### src/rtl/battleship_game_ctrl.sv
// battleship_game_ctrl
//   Game-state controller for a 6x6 Battleship board. Conditions the player
//   inputs (2-flop synchroniser, previous-value flop, registered rising-edge
//   pulse), moves a wrapping cursor, records shots against a ship map latched
//   at game start and decides win/lose. Every output is a flop.
//
// Ports
//   clk            system clock
//   reset          asynchronous, active-low reset
//   start          level; rising edge starts/restarts a game
//   btn_up/down/left/right  debounced levels, cursor moves (wrap modulo 6)
//   btn_fire       debounced level, fire at the cursor cell
//   ship_array     ship map, bit r*6+c; latched when a game starts
//   cursor         one-hot cursor cell, zero outside PLAY
//   coloring_array bit set = cell fired at
//   hitmiss_array  bit set = fired cell held a ship
//   shots_left     remaining shots
//   hit_count      hits so far
//   game_over      high in WIN or LOSE
//   win            high in WIN
//   fsm_state      debug view of the controller state
//                  (0 IDLE, 1 PLAY, 2 CHECK, 3 WIN, 4 LOSE)
module battleship_game_ctrl #(
  parameter int MAX_SHOTS = 20,
  parameter int SHOT_W    = 6
) (
  input  logic              clk,
  input  logic              reset,
  input  logic              start,
  input  logic              btn_up,
  input  logic              btn_down,
  input  logic              btn_left,
  input  logic              btn_right,
  input  logic              btn_fire,
  input  logic [35:0]       ship_array,
  output logic [35:0]       cursor,
  output logic [35:0]       coloring_array,
  output logic [35:0]       hitmiss_array,
  output logic [SHOT_W-1:0] shots_left,
  output logic [5:0]        hit_count,
  output logic              game_over,
  output logic              win,
  output logic [2:0]        fsm_state
);

  typedef enum logic [2:0] {
    S_IDLE  = 3'd0,
    S_PLAY  = 3'd1,
    S_CHECK = 3'd2,
    S_WIN   = 3'd3,
    S_LOSE  = 3'd4
  } state_t;

  localparam logic [SHOT_W-1:0] SHOTS_INIT = SHOT_W'(MAX_SHOTS);

  // Input bit order inside the conditioning vectors.
  localparam int B_RIGHT = 0;
  localparam int B_LEFT  = 1;
  localparam int B_DOWN  = 2;
  localparam int B_UP    = 3;
  localparam int B_FIRE  = 4;
  localparam int B_START = 5;

  logic [5:0] raw_in;
  logic [5:0] sync1, sync2, prev, pulse;

  state_t      state, state_n;
  logic [2:0]  row, col, row_n, col_n;
  logic [35:0] ship_reg, ship_n;
  logic [35:0] color_n, hm_n;
  logic [SHOT_W-1:0] shots_n;
  logic [5:0]  hits_n;
  logic [5:0]  idx, idx_n;

  assign raw_in    = {start, btn_fire, btn_up, btn_down, btn_left, btn_right};
  assign fsm_state = state;

  // The edge pulse is itself registered, so a level first sampled at edge k
  // pulses in the cycle after edge k+2 and acts at edge k+3.
  always_ff @(posedge clk or negedge reset) begin
    if (!reset) begin
      sync1 <= '0;
      sync2 <= '0;
      prev  <= '0;
      pulse <= '0;
    end else begin
      sync1 <= raw_in;
      sync2 <= sync1;
      prev  <= sync2;
      pulse <= sync2 & ~prev;
    end
  end

  assign idx   = 6'(row) * 6'd6 + 6'(col);
  assign idx_n = 6'(row_n) * 6'd6 + 6'(col_n);

  always_ff @(posedge clk or negedge reset) begin
    if (!reset) begin
      state          <= S_IDLE;
      row            <= '0;
      col            <= '0;
      ship_reg       <= '0;
      coloring_array <= '0;
      hitmiss_array  <= '0;
      shots_left     <= SHOTS_INIT;
      hit_count      <= '0;
      cursor         <= '0;
      game_over      <= 1'b0;
      win            <= 1'b0;
    end else begin
      state          <= state_n;
      row            <= row_n;
      col            <= col_n;
      ship_reg       <= ship_n;
      coloring_array <= color_n;
      hitmiss_array  <= hm_n;
      shots_left     <= shots_n;
      hit_count      <= hits_n;
      // Display outputs are registered from the next-state values so they
      // line up with the state they describe.
      cursor         <= (state_n == S_PLAY) ? (36'd1 << idx_n) : '0;
      game_over      <= (state_n == S_WIN) || (state_n == S_LOSE);
      win            <= (state_n == S_WIN);
    end
  end

  always_comb begin
    state_n = state;
    row_n   = row;
    col_n   = col;
    ship_n  = ship_reg;
    color_n = coloring_array;
    hm_n    = hitmiss_array;
    shots_n = shots_left;
    hits_n  = hit_count;

    case (state)
      S_IDLE, S_WIN, S_LOSE: begin
        // An empty map re-initialises into IDLE, which leaves every register
        // at its reset value.
        if (pulse[B_START]) begin
          ship_n  = ship_array;
          color_n = '0;
          hm_n    = '0;
          shots_n = SHOTS_INIT;
          hits_n  = '0;
          row_n   = '0;
          col_n   = '0;
          state_n = (ship_array != '0) ? S_PLAY : S_IDLE;
        end
      end

      S_PLAY: begin
        // A fire pulse swallows any move in the same cycle, even when the
        // cell was already fired at.
        if (pulse[B_FIRE]) begin
          if (!coloring_array[idx]) begin
            color_n[idx] = 1'b1;
            hm_n[idx]    = ship_reg[idx];
            shots_n      = shots_left - SHOT_W'(1);
            if (ship_reg[idx]) hits_n = hit_count + 6'd1;
            state_n      = S_CHECK;
          end
        end else if (pulse[B_UP]) begin
          row_n = (row == 3'd0) ? 3'd5 : row - 3'd1;
        end else if (pulse[B_DOWN]) begin
          row_n = (row == 3'd5) ? 3'd0 : row + 3'd1;
        end else if (pulse[B_LEFT]) begin
          col_n = (col == 3'd0) ? 3'd5 : col - 3'd1;
        end else if (pulse[B_RIGHT]) begin
          col_n = (col == 3'd5) ? 3'd0 : col + 3'd1;
        end
      end

      S_CHECK: begin
        // Sinking the last ship cell with the last shot is a win.
        if ((hitmiss_array & ship_reg) == ship_reg) state_n = S_WIN;
        else if (shots_left == '0)                  state_n = S_LOSE;
        else                                        state_n = S_PLAY;
      end

      default: state_n = S_IDLE;
    endcase
  end

endmodule

### config.mk
export PLATFORM = sky130hd
export DESIGN_NAME = battleship_game_ctrl
export DESIGN_NICKNAME = d
export VERILOG_FILES = /design/src/rtl/battleship_game_ctrl.sv
export SDC_FILE = /design/constraint.sdc
export NUM_CORES = 1
export LEC_CHECK = 0
export BUFFER_PORTS_ARGS = -buffer_cell sky130_fd_sc_hd__buf_4
export CELL_PAD_IN_SITES_DETAIL_PLACEMENT = 0
export CELL_PAD_IN_SITES_GLOBAL_PLACEMENT = 1
export CORE_MARGIN = 4
export CORE_UTILIZATION = 43
export DETAILED_ROUTE_END_ITERATION = 6
export PLACE_DENSITY = 0.85
export SETUP_SLACK_MARGIN = 0.15
export SKIP_CTS_REPAIR_TIMING = 1
export SKIP_LAST_GASP = 1
export SLEW_MARGIN = 20
export SYNTH_ARGS = -nofsm -noshare
export SYNTH_HDL_FRONTEND = slang
export SYNTH_SLANG_ARGS = --single-unit
### constraint.sdc
create_clock -name clk -period 4.3 [get_ports clk]
set_input_delay 0.43 -clock clk [delete_from_list [all_inputs] [get_ports clk]]
set_output_delay 0.43 -clock clk [all_outputs]
set_load 0.005 [all_outputs]
==> flow_summary.ini, run 1 <==
[finish]
fill_cells = 1810
drive_above_1_share_pct = 25.12
n_antenna_cell = 0
final_area_um2 = 11380
multiInputGateArea_um2 = 3978
area_delta_synth_final_pct = 25.66
seqCellArea_um2 = 4782
final_nets = 1119

[cts]
numCtsBuffers = 17
clock_sinks = 191
clk_latency_ns = 0.43
cts_max_path_buffers = 2
h-tree-depth = 4
cts_tree = done
clkSlewWorstSetupHoldPaths_ns = 0.07
root_buffer = clkbuf_16

[worst_setup_path]
ff2ff_path_depth = 12
slowest_delay_ns = 0.52
start_kind = flip-flop
r2r_start = row[1]
worstPathCellList = inv_1 -> ha_1 -> inv_1 -> fa_2 -> xnor2_1 -> mux2i_1 -> mux2_2 -> nor2_1 -> o31a_1 -> buf_12 -> nor4_1 -> mux2i_1
cpMaxStageDelayCell = xnor2_1
reg2reg_to = hitmiss_array[22]
crit_fanout = 43
crit_buf_inv = 3
reg2reg_slack_ns = 0.42
cp_top_family = multiplexers
required_ns = 4.63
critPathArrivalTime_ns = 4.21
crit_type = flip-flop to flip-flop
worst_setup_path_end_kind = flip-flop

[sta]
fin_crit_sh_pct = 90.33
rsz0062_at_grt = no
setup_viol = 0
whs_ns = 0.09587
hold_viol_final = 0
slew_headroom_pct = 34.23
period_minus_slack_ns = 3.884
fin_skew_ns = 0.01170
setup_tns_ns = 0
fin_ws_ns = 0.4159
tightest_slew_ns = 0.9866
max_freq_mhz = 257.5
final_max_slew_viol_count = 0

[placement]
place_ws_ns = 0.1864
place_congestion = 0.8913
dpl_cell_area_um2 = 10790
hpwl_um = 19980
numPortBuffers = 168

[synth]
synth_compound_area_share_pct = 11.53
synth-main-ff-cell = dfrtp_1
synth_top_family_by_area = simple AND/OR/NAND/NOR gates
synth_edf_count = 0
synthCells = 876
synth_cell_type_count = 61
synthXorXnorAreaFrac_pct = 0.6767
synth_fp_nets = 940
synth_warnings = 0
syn_area_per_cell_um2 = 10.34
async_reset_ff_share_pct = 100.0
synth_adder_area_share_pct = 3.093
synth-simple-area-share_pct = 19.86
seq_area_frac_synth_pct = 52.78
synth-seq-cells = 191
syn_area_um2 = 9060
synth.mux.area_fraction_pct = 8.369

[global_route]
antenna_found_initial = 0
grt_pass1_vias = 7475
grt_use_total_pct = 23.04
grt_pass1_wl_um = 42630
grt-ovfl-total = 0
grt_max_degree = 109

[floorplan]
num_rows = 52
floorplan.initialDensity_pct = 44.21
design.die.area_um2 = 23460
fp.dieW_um = 153.2
io_pins = 169
core_um2 = 20490
die_h_um = 153.2

[power_and_ir_drop]
powerDensity_nw_per_um2 = 719.8
power_mw = 8.194
ir_worst_vdd_mv = 0.4266
leakage_nw = 5.291

[routing]
drtAntennaViolNets = 0
drt_iter0_drc = 754
num_vias = 7555
routed_wl_um = 27160
avgViaCountPerCell = 5.651
wire_per_inst_um = 20.31
drc = 0
dr.pass1.iters = 5

[flow_run]
cap_violations = 0

[outcome]
outcome = complete, no violations

[worst_hold_path]
hold_class = primary input to asynchronous set/reset pin
worst register-to-register path, delay by kind of cell (launching register included):
kind | cells | cell delay (ns)
AO/OA/AOI/OAI | 1 | 0.31
XOR/XNOR | 1 | 0.53
adder cells (fa/ha/maj) | 2 | 0.70
buffers and inverters | 3 | 0.38
flip-flops | 1 | 0.44
multiplexers | 3 | 0.90
AND/OR/NAND/NOR | 2 | 0.56
routing by layer:
layer	share of wire (%)	track usage [%]	wire, um	vias to the layer above
met5	0	0	0	-
met4	3.0	7.637	803	0
met3	8.0	4.269	2160	52
li1	-	-	-	3445
met1	42	31.96	11350	3717
met2	47	36.84	12850	341
cell type report:
class / count / area share [%]
inverters: 35 / 1.154
repair buffers: 207 / 13.92
clock inverters: 11 / 1.176
multi-input cells: 603 / 34.94
clock buffers: 20 / 3.836
well taps: 270 / 2.967
flip-flops and latches: 191 / 42.00
cells in the final DEF (no fill, tap or decap), drive strengths merged, types with 3 or more instances in the layout:
master | synthesis | final
a31oi | 3 | 3
o211ai | 5 | 5
nor2b | 18 | 18
mux4 | 12 | 12
nand2 | 142 | 142
or2 | 4 | 4
a21oi | 19 | 19
o31ai | 10 | 10
nor2 | 39 | 39
nor4 | 43 | 43
a21o | 3 | 3
nand3 | 20 | 20
mux2i | 45 | 45
o22ai | 8 | 8
nor3 | 21 | 21
o2111ai | 6 | 6
o21a | 33 | 33
nor4b | 4 | 4
nand2b | 28 | 28
inv | 35 | 38
a211oi | 7 | 7
mux2 | 3 | 3
xnor2 | 5 | 5
fa | 4 | 4
dfrtp | 189 | 189
ha | 16 | 16
or4 | 9 | 9
nand3b | 6 | 6
or3b | 3 | 3
buf | 14 | 206
or3 | 4 | 4
and2 | 13 | 13
clkinv | 0 | 5
clkbuf | 33 | 21
o21ai | 42 | 42
worst max-delay path by stage:
| stage | startpoint | to | slack (ns) | depth (start not counted) |
|---|---|---|---|---|
| 2_1_floorplan | row[0] | cursor[17] | 0.68 | 10 |
| 3_3_place_gp | row[1] | hit_count[3] | 0.39 | 11 |
| 3_5_place_dp | row[1] | hit_count[4] | 0.19 | 12 |
| 4_1_cts | row[1] | hit_count[4] | 0.19 | 12 |
| 5_1_grt | row[0] | hitmiss_array[22] | 0.13 | 12 |
| 6_report | row[1] | hitmiss_array[22] | 0.42 | 12 |
power breakdown:
part	switching, mW	internal [mW]
clock	0.699	0.863
combinational	2.39	1.57
sequential	0.445	2.22
total	3.54	4.65
metrics by stage:
stage,utilization (%),std cells
floorplan,-,876
global placement,52.66,1306
detailed placement,52.66,1306
CTS,55.45,1337
global route,55.55,1337
finish,55.55,1337
logic make-up (layout without fill, tap and decap cells):
logic type | count (synthesis) | after routing
AOI/OAI and AO/OA | 156 | 156
and+or+nand+nor | 360 | 360
muxes | 60 | 60
buffers and inverters | 82 | 273
adders and majority gates | 20 | 20
DFF | 191 | 191
xor gates and xnor gates | 7 | 7
synthesized netlist by cell type (all sizes together), types with 3 or more instances:
cell type	instances	area, um^2
dfrtp	189	4730
nand2	142	533.0
mux2i	45	450.4
nor4	43	269.0
o21ai	42	210.2
nor2	39	146.4
inv	35	131.4
clkbuf	33	123.9
o21a	33	247.7
nand2b	28	175.2
nor3	21	105.1
nand3	20	100.1
a21oi	19	95.09
nor2b	18	112.6
ha	16	200.2
buf	14	78.82
and2	13	81.33
mux4	12	274.0
o31ai	10	75.07
or4	9	67.56
o22ai	8	50.05
a211oi	7	52.55
nand3b	6	45.04
o2111ai	6	52.55
o211ai	5	37.54
xnor2	5	43.79
fa	4	80.08
nor4b	4	35.03
or2	4	25.02
or3	4	30.03
a21o	3	22.52
a31oi	3	18.77
mux2	3	33.78
or3b	3	26.28
Power figures use the tool's default switching activity.
==> run 2, diff against run 1 <==
Settings changed: HOLD_SLACK_MARGIN set to 0.1, PLACE_DENSITY 0.85 to not set, PLACE_DENSITY_LB_ADDON set to 0.15.
==> flow_summary.ini, run 2 (same netlist as run 1, synthesis figures left out) <==
[outcome]
outcome = complete, no violations

[cts]
h-tree-depth = 4
root_buffer = clkbuf_16
clkSlewWorstSetupHoldPaths_ns = 0.07
clk_latency_ns = 0.44
cts_tree = done
clock_sinks = 191
cts_max_path_buffers = 2
numCtsBuffers = 17

[floorplan]
floorplan.initialDensity_pct = 44.21
io_pins = 169
die_h_um = 153.2
num_rows = 52
core_um2 = 20490
design.die.area_um2 = 23460
fp.dieW_um = 153.2

[placement]
hpwl_um = 20530
place_ws_ns = 0.5040
dpl.cell_count = 1317
numPortBuffers = 168
place_congestion = 0.8672

[worst_hold_path]
hold_class = primary input to asynchronous set/reset pin

[routing]
dr.pass1.iters = 7
num_vias = 7377
wl_met3_um = 1944
drc = 0
wire_per_inst_um = 20.30
routed_wl_um = 27500
drt_iter0_drc = 500
highest_layer = met4
met1Wirelength_um = 12970
avgViaCountPerCell = 5.444
drtAntennaViolNets = 0
routed-wl-met2_um = 12150

[flow_run]
cap_violations = 0

[sta]
max_freq_mhz = 258.1
tightest_slew_ns = 1.023
period_minus_slack_ns = 3.874
final_max_slew_viol_count = 0
setup_tns_ns = 0
hold_viol_final = 0
slew_headroom_pct = 31.17
fin_skew_ns = 0.01358
fin_ws_ns = 0.4256
setup_viol = 0
fin_crit_sh_pct = 90.10
rsz0062_at_grt = no

[power_and_ir_drop]
p_sw_mw = 3.584
swShare_pct = 43.26
ir_worst_vdd_mv = 0.4600
seq_power_share_pct = 32.1
leakage_nw = 5.392
powerDensity_nw_per_um2 = 718.5
combPwrFrac_pct = 48.0
clockPowerShare_pct = 19.9
power_mw = 8.285
internal_power_mw = 4.701

[finish]
final_cell_mix = 216 x buf_4, 189 x dfrtp_1, 142 x nand2_1
final_nets = 1136
layout_commonest_cell = buf_4
area_delta_synth_final_pct = 27.28
utilization_pct = 56.26
drive_above_1_share_pct = 25.62
instances_no_fill = 1355
fill_cells = 1827
n_antenna_cell = 0

[global_route]
antenna_found_initial = 0
grt-ovfl-total = 0
grt_max_degree = 102
grt_pass1_wl_um = 42520
grt_use_total_pct = 23.28
grt_pass1_vias = 7160

[worst_setup_path]
crit_type = flip-flop to flip-flop
worst_setup_path_end_kind = flip-flop
required_ns = 4.66
critPathArrivalTime_ns = 4.23
start_kind = flip-flop
crit_fanout = 15
## run 2: cell types whose count changed in the layout (fill, tap and decap cells not counted), moves of 2 or more
cell | before | now
buf_4 | 204 | 216
dlygate4sd3_1 | 0 | 6
inv_8 | 0 | 4
clkinv_4 | 4 | 1
clkbuf_1 | 3 | 1
inv_6 | 3 | 5
## run 2: worst paths after layout
kind	from	endpoint	slack (ns)	cells past startpoint
min reg2reg	sync1[4]	sync2[4]	0.35	0
max	row[1]	hit_count[3]	0.43	13
max reg2reg	row[1]	hit_count[3]	0.43	13
max in group asynchronous	reset	hitmiss_array[2]	3.28	2
min	reset	ship_reg[3]	0.07	1
min in group clk	ship_array[10]	ship_reg[10]	0.19	3
## run 2: per-layer routing
layer | GRT usage (%) | vias up
li1 | - | 3489
met1 | 35.44 | 3584
met2 | 33.99 | 278
met3 | 5.202 | 26
met4 | 5.643 | 0
met5 | 0 | -
## run 2: final cells by class
| type | instances | area (um^2) | area share, % |
|---|---|---|---|
| Sequential cell | 191 | 4782 | 41.47 |
| Multi-Input combinational cell | 603 | 3956 | 34.31 |
| Timing Repair Buffer | 224 | 1715 | 14.88 |
| Clock buffer | 19 | 442.9 | 3.841 |
| Tap cell | 270 | 337.8 | 2.930 |
| Clock inverter | 13 | 165.2 | 1.432 |
| Inverter | 35 | 131.4 | 1.139 |
## run 2: metrics by stage
step,hold WS [ns],instance area (um^2)
2_1_floorplan,0.1344,9060
3_3_place_gp,0.3331,10860
3_5_place_dp,0.3347,10860
4_1_cts,0.07667,11470
5_1_grt,0.1502,11530
6_report,0.07497,11530
## run 2: power by group through the flow
stage	clock network [mW]	logic, mW	registers [mW]
6_report	1.65	3.98	2.66
5_1_grt	1.75	4.36	2.70
4_1_cts	1.68	3.96	2.65
3_5_place_dp	0	3.94	2.67
3_3_place_gp	0	3.91	2.68
2_1_floorplan	0	2.53	2.52
## run 2: worst max-delay path: stages, from the launching register on
cell and delay, ns:
dfrtp_1 0.45, inv_1 0.13, ha_1 0.32, inv_1 0.07, fa_1 0.58, buf_4 0.25
nor3b_1 0.38, a21oi_1 0.12, o211a_1 0.14, a311oi_1 0.39, o31ai_1 0.14, buf_4 0.20
or4_1 0.47, a21oi_1 0.15
==> run 3, diff against run 2 <==
Settings changed: CORE_UTILIZATION 43 to 40.
==> flow_summary.ini, run 3 (same netlist as run 1, synthesis figures left out) <==
[outcome]
outcome = complete, no violations

[finish]
seqCellArea_um2 = 4782
final_cell_mix = 223 x buf_4, 189 x dfrtp_1, 142 x nand2_1
fill_cells = 2049
n_antenna_cell = 0
multiInputGateArea_um2 = 3968
final_area_um2 = 11530
layout_commonest_cell = buf_4
area_delta_synth_final_pct = 27.25
instances_no_fill = 1370
drive_above_1_share_pct = 26.15
final_nets = 1142

[cts]
h-tree-depth = 4
root_buffer = clkbuf_16
clk_latency_ns = 0.43
cts_max_path_buffers = 2
numCtsBuffers = 17
clkSlewWorstSetupHoldPaths_ns = 0.08
clock_sinks = 191
cts_tree = done

[sta]
tightest_slew_ns = 0.9972
setup_viol = 0
fin_crit_sh_pct = 90.59
fin_skew_ns = 0.01289
slew_headroom_pct = 33.52
period_minus_slack_ns = 3.895
final_max_slew_viol_count = 0
setup_tns_ns = 0
hold_viol_final = 0
rsz0062_at_grt = no
max_freq_mhz = 256.7

[worst_setup_path]
reg2reg_to = hitmiss_array[20]
crit_buf_inv = 4
slowest_delay_ns = 0.72
crit_fanout = 19
reg2reg_slack_ns = 0.40
start_kind = flip-flop
required_ns = 4.59
critPathArrivalTime_ns = 4.19
worst_setup_path_end_kind = flip-flop
r2r_start = row[1]
worstPathCellList = inv_1 -> ha_1 -> inv_1 -> fa_1 -> buf_4 -> mux4_2 -> nand2_1 -> o211a_1 -> a311oi_1 -> o21ai_0 -> nor2b_2 -> buf_4 -> mux2i_1
cp_top_family = adder cells
crit_type = flip-flop to flip-flop
ff2ff_path_depth = 13
cpMaxStageDelayCell = nor2b_2

[global_route]
grtUsageMet1_pct = 34.40
antenna_found_initial = 0
grt_pass1_vias = 7220
use_met2_pct = 33.95
grt_use_total_pct = 22.66
grt_max_degree = 117
grt-busiest-layer = met1
grt-ovfl-total = 0
grt_pass1_wl_um = 43100
use_met3_pct = 4.295

[placement]
dpl_cell_area_um2 = 10910
numPortBuffers = 168
hpwl_um = 21120
place_congestion = 0.8900
dpl.cell_count = 1333

[floorplan]
fp.dieW_um = 158.5
die_h_um = 158.5
num_rows = 54
floorplan.initialDensity_pct = 41.13
io_pins = 169
core_um2 = 22030
design.die.area_um2 = 25120

[flow_run]
cap_violations = 0

[routing]
dr.pass1.iters = 5
routed_wl_um = 27980
drc = 0
drt_iter0_drc = 494
drtAntennaViolNets = 0
wire_per_inst_um = 20.42
num_vias = 7450
avgViaCountPerCell = 5.438

[power_and_ir_drop]
ir_worst_vdd_mv = 0.3057
powerDensity_nw_per_um2 = 703.7
leakage_nw = 5.393
power_mw = 8.113

[worst_hold_path]
hold_class = primary input to asynchronous set/reset pin
-- run 3: changes by cell type in the layout (fill, tap and decap cells not counted) --
cell | before | now
buf_12 | 1 | 0
clkinvlp_4 | 1 | 0
o31ai_2 | 0 | 1
clkbuf_8 | 2 | 1
o31ai_1 | 10 | 9
clkinv_2 | 0 | 1
clkinv_4 | 1 | 4
buf_4 | 216 | 223
nor4_1 | 43 | 42
nor4_2 | 0 | 1
bufinv_16 | 2 | 0
inv_6 | 5 | 4
-- run 3: per-layer routing --
layer  up-vias  part of all wire, %
li1       3499                    -
met1      3675                   48
met2       252                   45
met3        24                  5.6
met4         0                  1.5
met5         -                    0
-- run 3: worst max path at each step --
stage | start | end | cells after the start
2_1_floorplan | row[0] | cursor[17] | 10
3_3_place_gp | row[1] | hitmiss_array[5] | 14
3_5_place_dp | row[0] | hitmiss_array[5] | 10
4_1_cts | row[0] | hitmiss_array[5] | 10
5_1_grt | row[1] | hitmiss_array[3] | 13
6_report | row[1] | hitmiss_array[20] | 13
-- run 3: per-stage QoR --
| step | utilization (%) | worst slack [ns] | hold WS [ns] |
|---|---|---|---|
| 6_report | 52.34 | 0.4046 | 0.1309 |
| 5_1_grt | 52.34 | 0.1513 | 0.1819 |
| 4_1_cts | 52.02 | 0.3141 | 0.08339 |
| 3_5_place_dp | 49.52 | 0.3539 | 0.3347 |
| 3_3_place_gp | 49.52 | 0.3753 | 0.3343 |
| 2_1_floorplan | - | 0.6787 | 0.1344 |
-- run 3: layout make-up --
cell class	count	share of cell area, %
Tap cell	280	3.039
Timing Repair Buffer	230	15.16
Sequential cell	191	41.48
Clock buffer	18	3.723
Multi-Input combinational cell	603	34.41
Clock inverter	13	1.042
Inverter	35	1.140
-- run 3: power by group --
part / internal (mW) / switching (mW)
Sequential: 2.22 / 0.442
Combinational: 1.59 / 2.36
Clock: 0.764 / 0.739
